===== src/rtl/mips_pkg.sv =====
// Shared MIPS pipeline definitions: reset/vector PCs, fetch FSM encoding,
// the NOP word and the kernel-bit-preserving PC increment.
package mips_pkg;

    localparam logic [31:0] RESET_PC = 32'h8000_0000;
    localparam logic [31:0] IRQ_VEC  = 32'h8000_0004;
    localparam logic [31:0] EXC_VEC  = 32'h8000_0008;
    localparam logic [31:0] NOP      = 32'h0000_0000;

    typedef enum logic [1:0] {
        FETCH = 2'd0,
        HOLD  = 2'd1,
        DRAIN = 2'd2
    } fetch_state_t;

    // Bit 31 is the kernel bit; only the low 31 bits advance and wrap.
    function automatic logic [31:0] pc_inc(input logic [31:0] pc);
        return {pc[31], pc[30:0] + 31'd4};
    endfunction

endpackage


===== src/rtl/if_fetch_stage_if.sv =====
// Instruction-memory request/response handshake.
// master: fetch stage (req, addr out; ready, rdata in). slave: memory.
interface if_fetch_stage_if;

    logic        imem_req_o;
    logic [31:0] imem_addr_o;
    logic        imem_ready_i;
    logic [31:0] imem_rdata_i;

    modport master (
        output imem_req_o,
        output imem_addr_o,
        input  imem_ready_i,
        input  imem_rdata_i
    );

    modport slave (
        input  imem_req_o,
        input  imem_addr_o,
        output imem_ready_i,
        output imem_rdata_i
    );

endinterface


===== src/rtl/if_next_pc.sv =====
// Next-PC priority mux: exc > irq > redirect > hold > sequential.
// Ports: pc, exc, irq, redirect_valid/pc, advance in; next_pc, pc_plus_4 out.
module if_next_pc
    import mips_pkg::*;
(
    input  logic [31:0] pc,
    input  logic        exc,
    input  logic        irq,
    input  logic        redirect_valid,
    input  logic [31:0] redirect_pc,
    input  logic        advance,
    output logic [31:0] next_pc,
    output logic [31:0] pc_plus_4
);

`ifndef IF_IRQ_EN
    logic unused_irq;
    assign unused_irq = irq;
`endif

    always_comb begin
        pc_plus_4 = pc_inc(pc);
        next_pc   = pc;
        if (exc) begin
            next_pc = EXC_VEC;
`ifdef IF_IRQ_EN
        end else if (irq) begin
            next_pc = IRQ_VEC;
`endif
        end else if (redirect_valid) begin
            next_pc = redirect_pc;
        end else if (advance) begin
            next_pc = pc_plus_4;
        end
    end

endmodule


===== src/rtl/if_fetch_stage.sv =====
// MIPS IF stage: owns the PC, drives imem handshake, feeds IF/ID.
// Ports: clk, reset (async low), imem (master), stall/redirect/exc/irq in;
// instr, pc_plus_4, valid, flush, irq_taken, epc out. IRQ path: IF_IRQ_EN.
module if_fetch_stage
    import mips_pkg::*;
(
    input  logic                clk,
    input  logic                reset,
    if_fetch_stage_if.master    imem,
    input  logic                stall_i,
    input  logic                redirect_valid_i,
    input  logic [31:0]         redirect_pc_i,
    input  logic                exc_i,
    input  logic                irq_i,
    output logic [31:0]         instr_o,
    output logic [31:0]         pc_plus_4_o,
    output logic                instr_valid_o,
    output logic                if_flush_o,
    output logic                irq_taken_o,
    output logic [31:0]         epc_o
);

    fetch_state_t state, state_n;
    logic [31:0]  pc, pc_n, pc_plus_4;
    logic [31:0]  hold_buf, hold_n;
    logic [31:0]  instr_n, pp4_n;
    logic         valid_n, flush_n;
    logic         released;
    logic         req, ready;
    logic         irq_take, abort, advance;
    logic         exc_act, redirect_act;

    assign req = (state != HOLD) & released;
    // A response only counts against a live request, so a late ready
    // around reset is ignored.
    assign ready = imem.imem_ready_i & req;

    assign imem.imem_req_o  = req;
    assign imem.imem_addr_o = pc;

    assign exc_act      = exc_i & released;
    assign redirect_act = redirect_valid_i & released;

`ifdef IF_IRQ_EN
    assign irq_take = irq_i & ~pc[31] & ~exc_i & released;
`else
    logic unused_irq_i;
    assign unused_irq_i = irq_i;
    assign irq_take     = 1'b0;
`endif

    assign abort = exc_act | irq_take | redirect_act;

    assign advance = ~abort & ~stall_i &
        (((state == FETCH) & ready) | (state == HOLD));

    if_next_pc u_next_pc (
        .pc             (pc),
        .exc            (exc_act),
        .irq            (irq_take),
        .redirect_valid (redirect_act),
        .redirect_pc    (redirect_pc_i),
        .advance        (advance),
        .next_pc        (pc_n),
        .pc_plus_4      (pc_plus_4)
    );

    always_comb begin
        state_n = state;
        instr_n = instr_o;
        pp4_n   = pc_plus_4_o;
        valid_n = instr_valid_o;
        flush_n = 1'b0;
        hold_n  = hold_buf;
        if (abort) begin
            flush_n = 1'b1;
            valid_n = 1'b0;
            instr_n = NOP;
            // HOLD has no request outstanding; otherwise drain unless
            // the response lands this very cycle.
            state_n = ((state == HOLD) || ready) ? FETCH : DRAIN;
        end else begin
            unique case (state)
                FETCH: begin
                    if (ready && !stall_i) begin
                        instr_n = imem.imem_rdata_i;
                        pp4_n   = pc_plus_4;
                        valid_n = 1'b1;
                    end else if (ready) begin
                        hold_n  = imem.imem_rdata_i;
                        state_n = HOLD;
                    end else if (!stall_i) begin
                        instr_n = NOP;
                        valid_n = 1'b0;
                    end
                end
                HOLD: begin
                    if (!stall_i) begin
                        instr_n = hold_buf;
                        pp4_n   = pc_plus_4;
                        valid_n = 1'b1;
                        state_n = FETCH;
                    end
                end
                DRAIN: begin
                    if (ready) state_n = FETCH;
                end
                default: state_n = FETCH;
            endcase
        end
    end

    always_ff @(posedge clk or negedge reset) begin
        if (!reset) begin
            state <= FETCH;
        end else begin
            state <= state_n;
        end
    end

    always_ff @(posedge clk or negedge reset) begin
        if (!reset) begin
            pc            <= RESET_PC;
            released      <= 1'b0;
            hold_buf      <= NOP;
            instr_o       <= NOP;
            pc_plus_4_o   <= 32'h0;
            instr_valid_o <= 1'b0;
            if_flush_o    <= 1'b0;
        end else begin
            pc            <= pc_n;
            released      <= 1'b1;
            hold_buf      <= hold_n;
            instr_o       <= instr_n;
            pc_plus_4_o   <= pp4_n;
            instr_valid_o <= valid_n;
            if_flush_o    <= flush_n;
        end
    end

`ifdef IF_IRQ_EN
    always_ff @(posedge clk or negedge reset) begin
        if (!reset) begin
            irq_taken_o <= 1'b0;
            epc_o       <= 32'h0;
        end else begin
            irq_taken_o <= irq_take;
            if (irq_take) epc_o <= pc;
        end
    end
`else
    assign irq_taken_o = 1'b0;
    assign epc_o       = 32'h0;
`endif

endmodule


===== src/flat_wrapper.sv =====
// flat-port wrapper written by rule: the top's interface ports become plain ports
module if_fetch_stage_flat import mips_pkg::*;
  (clk, reset, stall_i, redirect_valid_i, redirect_pc_i, exc_i, irq_i, instr_o, pc_plus_4_o, instr_valid_o, if_flush_o, irq_taken_o, epc_o, imem_imem_req_o, imem_imem_addr_o, imem_imem_ready_i, imem_imem_rdata_i);
  if_fetch_stage_if imem_i ();
  input  logic clk;
  input  logic reset;
  input  logic stall_i;
  input  logic redirect_valid_i;
  input  logic [31:0] redirect_pc_i;
  input  logic exc_i;
  input  logic irq_i;
  output logic [31:0] instr_o;
  output logic [31:0] pc_plus_4_o;
  output logic instr_valid_o;
  output logic if_flush_o;
  output logic irq_taken_o;
  output logic [31:0] epc_o;
  output wire logic [$bits(imem_i.imem_req_o)-1:0] imem_imem_req_o;
  output wire logic [$bits(imem_i.imem_addr_o)-1:0] imem_imem_addr_o;
  input wire logic [$bits(imem_i.imem_ready_i)-1:0] imem_imem_ready_i;
  input wire logic [$bits(imem_i.imem_rdata_i)-1:0] imem_imem_rdata_i;
  assign imem_imem_req_o = imem_i.imem_req_o;
  assign imem_imem_addr_o = imem_i.imem_addr_o;
  assign imem_i.imem_ready_i = imem_imem_ready_i;
  assign imem_i.imem_rdata_i = imem_imem_rdata_i;
  if_fetch_stage u_core (.clk(clk), .reset(reset), .imem(imem_i), .stall_i(stall_i), .redirect_valid_i(redirect_valid_i), .redirect_pc_i(redirect_pc_i), .exc_i(exc_i), .irq_i(irq_i), .instr_o(instr_o), .pc_plus_4_o(pc_plus_4_o), .instr_valid_o(instr_valid_o), .if_flush_o(if_flush_o), .irq_taken_o(irq_taken_o), .epc_o(epc_o));
endmodule

===== config.mk =====
export PLATFORM = sky130hd
export DESIGN_NAME = if_fetch_stage_flat
export DESIGN_NICKNAME = d
export VERILOG_FILES = /design/src/rtl/mips_pkg.sv /design/src/rtl/if_fetch_stage_if.sv /design/src/rtl/if_next_pc.sv /design/src/rtl/if_fetch_stage.sv /design/src/flat_wrapper.sv
export SDC_FILE = /design/constraint.sdc
export NUM_CORES = 1
export LEC_CHECK = 0
export CAP_MARGIN = 20
export CORE_AREA = 2 2 109 111
export CTS_BUF_LIST = sky130_fd_sc_hd__clkbuf_4 sky130_fd_sc_hd__clkbuf_8 sky130_fd_sc_hd__clkbuf_16
export CTS_CLUSTER_SIZE = 10
export DETAILED_ROUTE_END_ITERATION = 10
export DIE_AREA = 0 0 111 113
export DONT_BUFFER_PORTS = 1
export PLACE_DENSITY_LB_ADDON = 0.15
export SLEW_MARGIN = 40
export SYNTH_ARGS = -nofsm -noshare
export SYNTH_HDL_FRONTEND = slang
export SYNTH_HIERARCHICAL = 1
export SYNTH_SLANG_ARGS = --single-unit

===== constraint.sdc =====
create_clock -name clk -period 3.4 [get_ports clk]
set_input_delay 0.51 -clock clk [delete_from_list [all_inputs] [get_ports clk]]
set_output_delay 0.51 -clock clk [all_outputs]
set_load 0.01 [all_outputs]

==> results_tabular.tex <==
\begin{tabular}{lr}
\hline
Metric & Value \\
\hline
\multicolumn{2}{l}{\textbf{Run status}} \\
\quad Status & finished with violations \\
\quad Violated checks & negative hold slack \\
\multicolumn{2}{l}{\textbf{Route}} \\
\quad First-pass DRT Iterations & 6 \\
\quad Routed wirelength normalized by instance count & 21.0 microns \\
\quad Vias/cell & 6.40 \\
\quad DRT antenna net count & 0 \\
\quad Violation count after the first detailed-route iteration & 391 \\
\quad Total DRC errors in the routed layout & 0 \\
\quad Final wirelength & 16900 microns \\
\quad Total vias in the final route & 5138 \\
\multicolumn{2}{l}{\textbf{Synth}} \\
\quad Fraction of post-synthesis cell area in the top cell type by area & 46.5\% \\
\quad Post-synthesis instance area & 7100 sq um \\
\quad Cell accounting for the most synthesized area & dfrtp\_1 \\
\quad \#FFs+latches synth & 133 \\
\quad Number of distinct library cells after synthesis & 54 \\
\quad Average size of a mapped cell & 10.5 sq um \\
\quad Synth warn & 6 \\
\quad Number of enable flip-flop cells after synthesis & 0 \\
\quad Most used standard cells in the synthesized netlist & dfrtp\_1 (132), mux2\_2 (63), nand2\_1 (53), buf\_4 (37), clkbuf\_1 (36) \\
\quad Top area cells in the synthesized netlist & dfrtp\_1 (47\%), mux2\_2 (10\%), nand4b\_1 (3.9\%), buf\_4 (3.9\%), xnor2\_1 (3.3\%) \\
\quad Cell count after synthesis & roughly 680 \\
\quad Share of flip-flops with an asynchronous set or reset & 100\% \\
\quad Most numerous cell in the Yosys netlist & dfrtp\_1 \\
\quad Sequential cell area fraction in the yosys report & 46.9\% \\
\quad Synth Flop Type & dfrtp\_1 \\
\multicolumn{2}{l}{\textbf{GRT}} \\
\quad GRT Overall Usage & between 20\% and 30\% \\
\quad Congestion Overflow GR & 0 \\
\quad Largest net degree at the start of global routing & 134 \\
\quad Via count of the first global-routing pass & 5043 \\
\quad Initial antenna violation count & 0 \\
\quad Global-route wire length before repair & 26900 microns \\
\multicolumn{2}{l}{\textbf{Critical path}} \\
\quad Critical path destination & u\_core/pc\_plus\_4\_o[22] \\
\quad Library cell contributing the largest single delay on the critical path & dfrtp\_1 \\
\quad Critical R2R Capture & u\_core/pc\_plus\_4\_o[22] \\
\quad Worst setup slack for register-to-register paths & 1.00 ns \\
\quad Count of cell instances traversed by the critical path & 7 \\
\quad Ordered list of cells on the worst path & ha\_1 > nand4\_1 > nor4\_2 > buf\_4 > nand4\_1 > xnor2\_1 > mux2\_2 \\
\quad Launch point of the worst reg-to-reg path & u\_core/imem.imem\_addr\_o[2] \\
\quad Worst reg2reg path depth & 7 \\
\quad Critical path's most frequent cell & nand4\_1 \\
\quad Data required time at the worst endpoint & 3.70 ns \\
\quad Data arrival time of the critical path & 2.69 ns \\
\quad Buffering stage count on the worst path with inverters included & 1 \\
\quad Largest fanout on the critical path & 10 \\
\quad Crit. End Element & register \\
\quad Family with the most delay on the worst path & simple AND/OR/NAND/NOR gates \\
\quad Startpoint type of the worst setup path & register \\
\quad Stage delay of the slowest cell on the critical path & approximately 0.54 ns \\
\quad Critical path origin & u\_core/imem.imem\_addr\_o[2] \\
\quad Type of the worst setup path & register to register \\
\multicolumn{2}{l}{\textbf{Cells and area}} \\
\quad P\&R area growth vs syn & 6.89\% \\
\quad Cell area after layout & 7590 sq um \\
\quad Number of cells in the finished layout apart from fillers & 803 \\
\quad Util after Layout & about two thirds \\
\quad Area of all sequential standard cells & 3330 sq um \\
\quad Share of final-layout standard cells stronger than drive strength 1 & 19.1\% \\
\quad Total number of nets in the final design & 722 \\
\quad Number of diodes & 0 \\
\quad Fill cell total of the finished layout & 863 \\
\quad Multi-input gate area in the final layout & 3300 sq um \\
\multicolumn{2}{l}{\textbf{STA}} \\
\quad RSZ-0062 raised after global routing & no \\
\quad Fin Hold WS & -0.207 ns \\
\quad Final worst path period need & 2.40 ns \\
\quad Skew final & about 0.0064 ns \\
\quad Slew Limit Headroom & between 50\% and 60\% \\
\quad Accumulated negative setup slack & 0 ns \\
\quad Final number of hold-violating endpoints & roughly 130 \\
\quad Final setup vio count & 0 \\
\quad Share of the clock period used by the worst path after layout & 70.5\% \\
\quad Highest Clock Rate & approximately 0.42 GHz \\
\quad Slew Limit Fails & 0 \\
\quad Final worst slack & 1.00 ns \\
\quad Transition at the pin with the smallest max-transition slack & between 0.6 and 0.7 ns \\
\multicolumn{2}{l}{\textbf{Place}} \\
\quad Sum of net half-perimeters after detailed placement & 10900 microns \\
\quad Quantity of I/O buffers inserted on ports & 0 \\
\quad Placed Cells & around 770 \\
\quad Routability Congestion & 0.888 \\
\quad Setup WS pre-CTS & 0.903 ns \\
\quad Placement Cell Area & 6970 sq um \\
\multicolumn{2}{l}{\textbf{Clock network}} \\
\quad Max Buffers Root-to-Sink & 2 \\
\quad Clock tree from TritonCTS & done \\
\quad Clock input transition at the sequential cells of the worst setup and hold paths & 0.05 ns \\
\quad Number of H-tree branching levels & 4 \\
\quad Clock tree sinks & 133 \\
\quad Clock buffers created by TritonCTS & 17 \\
\quad Post-cts gate resize count & 0 \\
\quad CTS Root Cell & clkbuf\_16 \\
\quad Clock latency of the later-clocked register in the worst-skew pair & 0.41 ns \\
\quad Post-CTS setup repair buffer count & 0 \\
\multicolumn{2}{l}{\textbf{Floorplanning}} \\
\quad Die height & 113 microns \\
\quad Top Ports & just over 200 \\
\quad Chip Width & 111 microns \\
\quad Die Area & between 10000 and 15000 sq um \\
\quad Row count & 39 \\
\quad Core Box Area & 11300 sq um \\
\quad Starting density of the core & between 60\% and 70\% \\
\multicolumn{2}{l}{\textbf{Power and ir drop}} \\
\quad Worst vdd ir & 0.468 mV \\
\quad Share of total power consumed by net switching & between 20\% and 30\% \\
\quad Static leakage & $\sim$3.2 nW \\
\quad Power density cells & 619 nW/um\^{}2 \\
\quad Portion of total power attributed to the clock network & a little under 40\% \\
\quad PnR Total Power & $\sim$4.7 mW \\
\quad Register share of total power & 49.0\% \\
\quad Net load switching power & 1.28 mW \\
\quad Logic pwr share & 11.5\% \\
\quad Internal power of the cells & 3.42 mW \\
\multicolumn{2}{l}{\textbf{Min path}} \\
\quad Hold Crit Class & input pin to async pin \\
\multicolumn{2}{l}{\textbf{Job}} \\
\quad Max\_cap viols & 0 \\
\hline
\end{tabular}
-- sequential cells by signal, indices dropped and copies added, names as in the netlist --
register / count
u_core/pc_plus_4_o: 32
u_core/hold_buf: 32
u_core/released: 1
u_core/instr_valid_o: 1
u_core/instr_o: 32
u_core/state: 2
u_core/imem.imem_addr_o: 32
u_core/if_flush_o: 1
-- how the worst min path moves through the flow --
stage	from	to	slack [ns]	depth (start not counted)
after floorplan	reset	u_core/hold_buf[0]	0.21	0
after global placement	reset	u_core/pc_plus_4_o[28]	0.22	0
after detailed placement	reset	u_core/pc_plus_4_o[28]	0.22	0
after CTS	reset	u_core/pc_plus_4_o[31]	-0.22	0
after global routing	reset	u_core/pc_plus_4_o[24]	-0.22	0
final	reset	u_core/pc_plus_4_o[28]	-0.21	0
-- metal layers --
layer	up-vias	GRT usage, %	share of wire, %
met5	-	0	0
met1	2552	34.4	41
met2	229	43.7	49
li1	2334	-	-
met3	23	9.27	9.2
met4	0	9.75	1.4
-- layout by cell type (no fill, tap or decap), types with 5 or more instances in the layout --
cell type  instances
dfrtp_1          132
mux2_2            63
nand2_1           53
o21ai_0           34
conb_1            34
nand4b_1          32
a31oi_1           32
xnor2_1           27
nor2_1            26
inv_1             18
clkbuf_16         17
nand3_1           17
a211oi_1          16
nand4_1           15
buf_4             12
and4_1            12
xor2_1            12
and3_1            10
nor3_1             8
a2111oi_0          8
a21oi_1            7
nor4_1             7
a311oi_1           7
clkbuf_4           5
nor2b_1            5
-- power groups by stage --
stage / Sequential (mW) / Combinational, mW / Clock (mW)
after floorplan: 2.21 / 0.524 / 0
after global placement: 2.31 / 0.502 / 0
after detailed placement: 2.33 / 0.530 / 0
after CTS: 2.31 / 0.533 / 1.88
after global routing: 2.35 / 0.596 / 1.94
final: 2.30 / 0.540 / 1.85
-- cells by family after synthesis --
family          synth area share, %
compound gates                 10.6
xor+xnor                       4.81
fa+ha+maj                     0.317
buf+inv                        8.57
flops                          46.9
mux                            10.7
other cells                   0.106
simple gates                   18.0
-- final cells by class --
cell class | count | area share [%]
Clock inverter | 5 | 1.32
Sequential cell | 133 | 43.9
Clock buffer | 24 | 6.47
Tap cell | 143 | 2.36
Timing Repair Buffer | 13 | 1.55
Inverter | 19 | 0.940
Multi-Input combinational cell | 466 | 43.5
Power figures use the tool's default switching activity.
